`src/rtl/softmax_norm_div.sv`:
```
// Softmax normalizer: latches the accumulated sum as a denominator, then divides each
// numerator by it with a bit-serial restoring divider, producing one Q(FRAC_BITS) result per element.
module softmax_norm_div #(
  parameter int DATA_WIDTH = 16,
  parameter int FRAC_BITS  = 8
) (
  input  logic                  clk,
  input  logic                  rst_n,
  input  logic                  load_sum,
  input  logic [DATA_WIDTH-1:0] sum_in,
  input  logic                  in_valid,
  output logic                  in_ready,
  input  logic [DATA_WIDTH-1:0] in_data,
  output logic                  out_valid,
  input  logic                  out_ready,
  output logic [DATA_WIDTH-1:0] out_data,
  output logic                  div_zero,
  output logic                  busy
);
  localparam int Q  = DATA_WIDTH + FRAC_BITS;
  localparam int CW = $clog2(Q);
  localparam logic [DATA_WIDTH-1:0] MAX_POS = {1'b0, {(DATA_WIDTH-1){1'b1}}};

  typedef enum logic [1:0] {S_IDLE, S_DIV, S_DONE} state_t;

  state_t                r_state;
  state_t                w_state_nxt;
  logic [DATA_WIDTH-1:0] r_den;
  logic                  r_sum_ok;
  logic [DATA_WIDTH:0]   r_rem;
  logic [Q-1:0]          r_quo;
  logic [CW-1:0]         r_cnt;
  logic                  r_zflag;
  logic                  r_out_valid;
  logic [DATA_WIDTH-1:0] r_out_data;
  logic                  r_div_zero;

  logic                  w_in_ready;
  logic                  w_accept;
  logic                  w_last;
  logic [DATA_WIDTH+1:0] w_t;
  logic                  w_ge;
  logic [DATA_WIDTH:0]   w_rem_nxt;
  logic [Q-1:0]          w_quo_nxt;
  logic                  w_sat;
  logic                  w_den_le0;
  logic [DATA_WIDTH-1:0] w_num_clamped;

  assign w_in_ready    = (r_state == S_IDLE) & r_sum_ok & ~load_sum;
  assign w_accept      = in_valid & w_in_ready;
  assign w_last        = (r_cnt == CW'(Q-1));
  assign w_den_le0     = r_den[DATA_WIDTH-1] | (r_den == '0);
  assign w_num_clamped = in_data[DATA_WIDTH-1] ? '0 : in_data;

  // The dividend is shifted out of r_quo MSB-first while quotient bits shift in at the LSB.
  assign w_t       = {r_rem, r_quo[Q-1]};
  assign w_ge      = (w_t >= {2'b00, r_den});
  assign w_rem_nxt = (DATA_WIDTH+1)'(w_ge ? (w_t - {2'b00, r_den}) : w_t);
  assign w_quo_nxt = {r_quo[Q-2:0], w_ge};
  assign w_sat     = |w_quo_nxt[Q-1:DATA_WIDTH-1];

  assign in_ready  = w_in_ready;
  assign out_valid = r_out_valid;
  assign out_data  = r_out_data;
  assign div_zero  = r_div_zero;
  assign busy      = (r_state != S_IDLE);

  always_comb begin
    w_state_nxt = r_state;
    case (r_state)
      S_IDLE:  if (w_accept) w_state_nxt = S_DIV;
      S_DIV:   if (w_last) w_state_nxt = S_DONE;
      S_DONE:  if (r_out_valid && out_ready) w_state_nxt = S_IDLE;
      default: w_state_nxt = S_IDLE;
    endcase
  end

  always_ff @(posedge clk or negedge rst_n) begin
    if (!rst_n) r_state <= S_IDLE;
    else        r_state <= w_state_nxt;
  end

  always_ff @(posedge clk or negedge rst_n) begin
    if (!rst_n) begin
      r_den       <= '0;
      r_sum_ok    <= 1'b0;
      r_rem       <= '0;
      r_quo       <= '0;
      r_cnt       <= '0;
      r_zflag     <= 1'b0;
      r_out_valid <= 1'b0;
      r_out_data  <= '0;
      r_div_zero  <= 1'b0;
    end else begin
      case (r_state)
        S_IDLE: begin
          if (load_sum) begin
            r_den    <= sum_in;
            r_sum_ok <= 1'b1;
          end else if (w_accept) begin
            r_zflag <= w_den_le0;
            r_rem   <= '0;
            r_cnt   <= '0;
            r_quo   <= {w_num_clamped, {FRAC_BITS{1'b0}}};
          end
        end
        S_DIV: begin
          r_rem <= w_rem_nxt;
          r_quo <= w_quo_nxt;
          r_cnt <= r_cnt + CW'(1);
          if (w_last) begin
            r_out_valid <= 1'b1;
            if (r_zflag) begin
              r_out_data <= MAX_POS;
              r_div_zero <= 1'b1;
            end else if (w_sat) begin
              r_out_data <= MAX_POS;
              r_div_zero <= 1'b0;
            end else begin
              r_out_data <= w_quo_nxt[DATA_WIDTH-1:0];
              r_div_zero <= 1'b0;
            end
          end
        end
        S_DONE: begin
          if (out_ready) r_out_valid <= 1'b0;
        end
        default: ;
      endcase
    end
  end
endmodule

```
`config.mk`:
```
export PLATFORM = sky130hd
export DESIGN_NAME = softmax_norm_div
export DESIGN_NICKNAME = d
export VERILOG_FILES = /design/src/rtl/softmax_norm_div.sv
export SDC_FILE = /design/constraint.sdc
export NUM_CORES = 1
export LEC_CHECK = 0
export ABC_CLOCK_PERIOD_IN_PS = 4400
export CAP_MARGIN = 20
export CORE_MARGIN = 2
export CORE_UTILIZATION = 50
export DETAILED_ROUTE_END_ITERATION = 6
export PLACE_DENSITY = 0.73
export SYNTH_ARGS = -nofsm -noshare
export SYNTH_HDL_FRONTEND = slang
export SYNTH_SLANG_ARGS = --single-unit
```
`constraint.sdc`:
```
create_clock -name clk -period 4.4 [get_ports clk]
set_input_delay 1.1 -clock clk [delete_from_list [all_inputs] [get_ports clk]]
set_output_delay 1.1 -clock clk [all_outputs]
set_load 0.05 [all_outputs]
```
==> reports/metrics.cfg <==
[floorplan]
die_area_sq_um = 9880
io_pins = 57
die-width_um = 99.4
start_util = 0.519
die_h_um = 99.4
core_region_area_sq_um = 8760
rows = 34

[sta]
finalHoldViolCount = 0
setup_viol = 0
fin_tns_setup_ns = 0
worst_slew_pin_slew_ns = 0.774
fin_hold_ws_ns = 0.514
rsz0062_at_grt = false
max_slew_margin = 0.482
period_needed_ns = 3.77
fmax_mhz = 265
period_share = 0.857
fin_skew_ns = 0.0120
slew_violations = 0

[placement]
gp_congestion = 0.870
port-buffer-count = 56
dpl.hpwl_um = 7430

[power]
p_clk_frac = 0.144
p_per_area_nw_per_um2 = 817
switching_share = 0.443
ir_drop_v = 0.000527
p_comb_frac = 0.559
seqPwrFrac = 0.297
p_int_mw = 2.48
p_leak_nw = 2.28
p_sw_mw = 1.97

[worst_setup_path]
critical_path_class = in2out
worstSetupStartpointType = primary input
critPathMaxStageDelay_ns = 0.84
crit_slowest_cell = clkdlybuf4s50_1
cpLargestDelayFamily = buffers and inverters
critPathRequiredTime_ns = 3.30
end_kind = output pin
critPathMostFrequentCell = clkdlybuf4s50_1
cp_num_buf_inv = 2
critPathArrivalTime_ns = 2.67
crit_chain = clkdlybuf4s50_1 -> nor3b_4 -> clkdlybuf4s50_1
path_max_fanout = 4

[logic_synthesis]
async_flop_share = 1.00
ys_ff_latch = 84
synth_area_sq_um = 4550
ys_types = 70
postSynthCellCount = 469
ys_seq_area_frac = 0.462
ys.flop_type = dfrtp_1
syn_nets = 524
postSynthAreaPerCell_sq_um = 9.70
yosysWarningCount = 0
synth_edf_count = 0

[grt]
grt_pass1_vias = 3707
grt_overflow_total = 0
antenna_found_initial = 0
grt_pass1_wl_um = 18100
track_usage = 0.225
grt_max_degree = 85

[clock_tree]
cts_resized = 0
cts_tree = done
cts_hold_buf = 0
cts-root-buf = clkbuf_8
clkLatencyLatePin_ns = 0.35
post-cts-setup-buffers = 0
cts.sinks = 84
clk_pin_slew_ns = 0.10
clk_path_buf_depth = 2
h-tree-depth = 3
numCtsBuffers = 9

[layout]
drive_above_1_share = 0.0763
final_nets = 574
syn2layout_area_growth_pct = 19.8
final_util = 0.622
fillers = 774
antenna_cells = 0

[job]
max-cap-violations = 0

[routing]
via_per_inst = 5.94
dr.pass1.iters = 5
routed_wl_um = 10600
drt-initial-drc-count = 184
ant_nets = 0
vias = 3751
wl_per_cell_um = 16.8
drcViolationCount = 0

[status]
outcome = completed

[min_path]
hold_path_class = reg2reg

[flip-flops by register name, indices dropped and copies added, names as in the netlist]
name	count
div_zero	1
out_data	16
out_valid	1
r_cnt	5
r_den	16
r_quo	24
r_rem	17
r_state	2
r_sum_ok	1
r_zflag	1
[worst register-to-register path: stages (launching register included)]
cell	delay, ns
dfrtp_1	0.36
inv_1	0.06
ha_1	0.37
a21oi_1	0.51
a21oi_4	0.17
o31ai_4	0.68
a2111oi_1	0.19
or3b_1	0.37
[metrics by stage]
step	power (mW)	std cells	area, sq um	setup WS [ns]
2_1_floorplan	3.23	469	4550	1.67
3_3_place_gp	3.74	615	5190	0.667
3_5_place_dp	3.80	615	5190	0.630
4_1_cts	4.45	631	5420	0.624
5_1_grt	4.84	632	5450	0.571
6_report	4.45	632	5450	0.630
[worst paths after layout]
path,from,end,slack (ns),depth (start not counted)
min in group asynchronous,rst_n,r_den[3],0.61,1
max in group asynchronous,rst_n,r_rem[12],3.18,2
max,load_sum,in_ready,0.63,3
min reg2reg,out_data[10],out_data[10],0.51,1
min,out_data[10],out_data[10],0.51,1
max reg2reg,r_den[5],r_rem[16],1.56,7
[area by class of cell]
class                           instances  area (sq um)  share of cell area
Multi-Input combinational cell        339          2260               0.415
Sequential cell                        84          2100               0.386
Timing Repair Buffer                   64           638               0.117
Clock buffer                           10           138              0.0252
Tap cell                              108           135              0.0248
Clock inverter                          6          95.1              0.0174
Inverter                               21          78.8              0.0145
[kinds of logic after synthesis]
| kind of cell | share of synthesized area |
|---|---|
| AO/OA/AOI/OAI | 0.227 |
| XOR/XNOR | 0.0250 |
| adder cells (fa/ha/maj) | 0.0512 |
| buffers and inverters | 0.0402 |
| flip-flops | 0.462 |
| multiplexers | 0.00715 |
| AND/OR/NAND/NOR | 0.187 |
[routing by layer]
layer / share of wire / wire, um / global-route usage / vias up
li1: - / - / - / 1820
met1: 0.47 / 5040 / 0.319 / 1834
met2: 0.47 / 5010 / 0.358 / 78
met3: 0.037 / 390 / 0.0337 / 19
met4: 0.019 / 207 / 0.0759 / 0
met5: 0 / 0 / 0 / -
[power by group through the flow]
stage               Sequential, mW  Clock (mW)  Combinational [mW]
CTS                           1.32       0.652                2.48
global route                  1.36       0.680                2.80
detailed placement            1.33           0                2.47
finish                        1.32       0.643                2.49
global placement              1.32           0                2.42
floorplan                     1.26           0                1.98
[cells in the final DEF (no fill, tap or decap), types with 7 or more instances in the layout]
| cell | instances |
|---|---|
| inv_1 | 21 |
| nand2_1 | 42 |
| xor2_1 | 7 |
| nor3_1 | 8 |
| clkbuf_8 | 10 |
| ha_1 | 17 |
| o22ai_1 | 15 |
| dfrtp_1 | 84 |
| clkdlybuf4s50_1 | 55 |
| a21oi_1 | 19 |
| a22o_1 | 8 |
| buf_4 | 8 |
| o21ai_0 | 28 |
| nor2_1 | 42 |
| o22a_1 | 14 |
| nand3_1 | 9 |
| nand4_1 | 11 |
| and3_1 | 7 |
| nor2b_1 | 16 |
[synth_stat cells (3+ instances only)]
cell type   n  area share
dfrtp_1    84        0.46
nand2_1    42       0.035
nor2_1     42       0.035
o21ai_0    28       0.031
inv_1      21       0.017
a21oi_1    19       0.021
clkbuf_1   17       0.014
ha_1       17       0.047
nor2b_1    16       0.022
o22ai_1    15       0.021
o22a_1     14       0.027
nand4_1    11       0.015
nand3_1     9      0.0099
a22o_1      8       0.015
nor3_1      8      0.0088
and3_1      7      0.0096
xor2_1      7       0.013
nand2b_1    6      0.0083
xnor2_1     6       0.012
a21o_1      5      0.0083
and2_1      5      0.0069
buf_2       5      0.0055
nor4_1      5      0.0069
o211ai_1    5      0.0083
o31ai_1     5      0.0083
a211oi_1    4      0.0066
o311ai_1    4      0.0077
a311o_1     3      0.0066
a41oi_1     3      0.0058
Power figures use the tool's default switching activity.
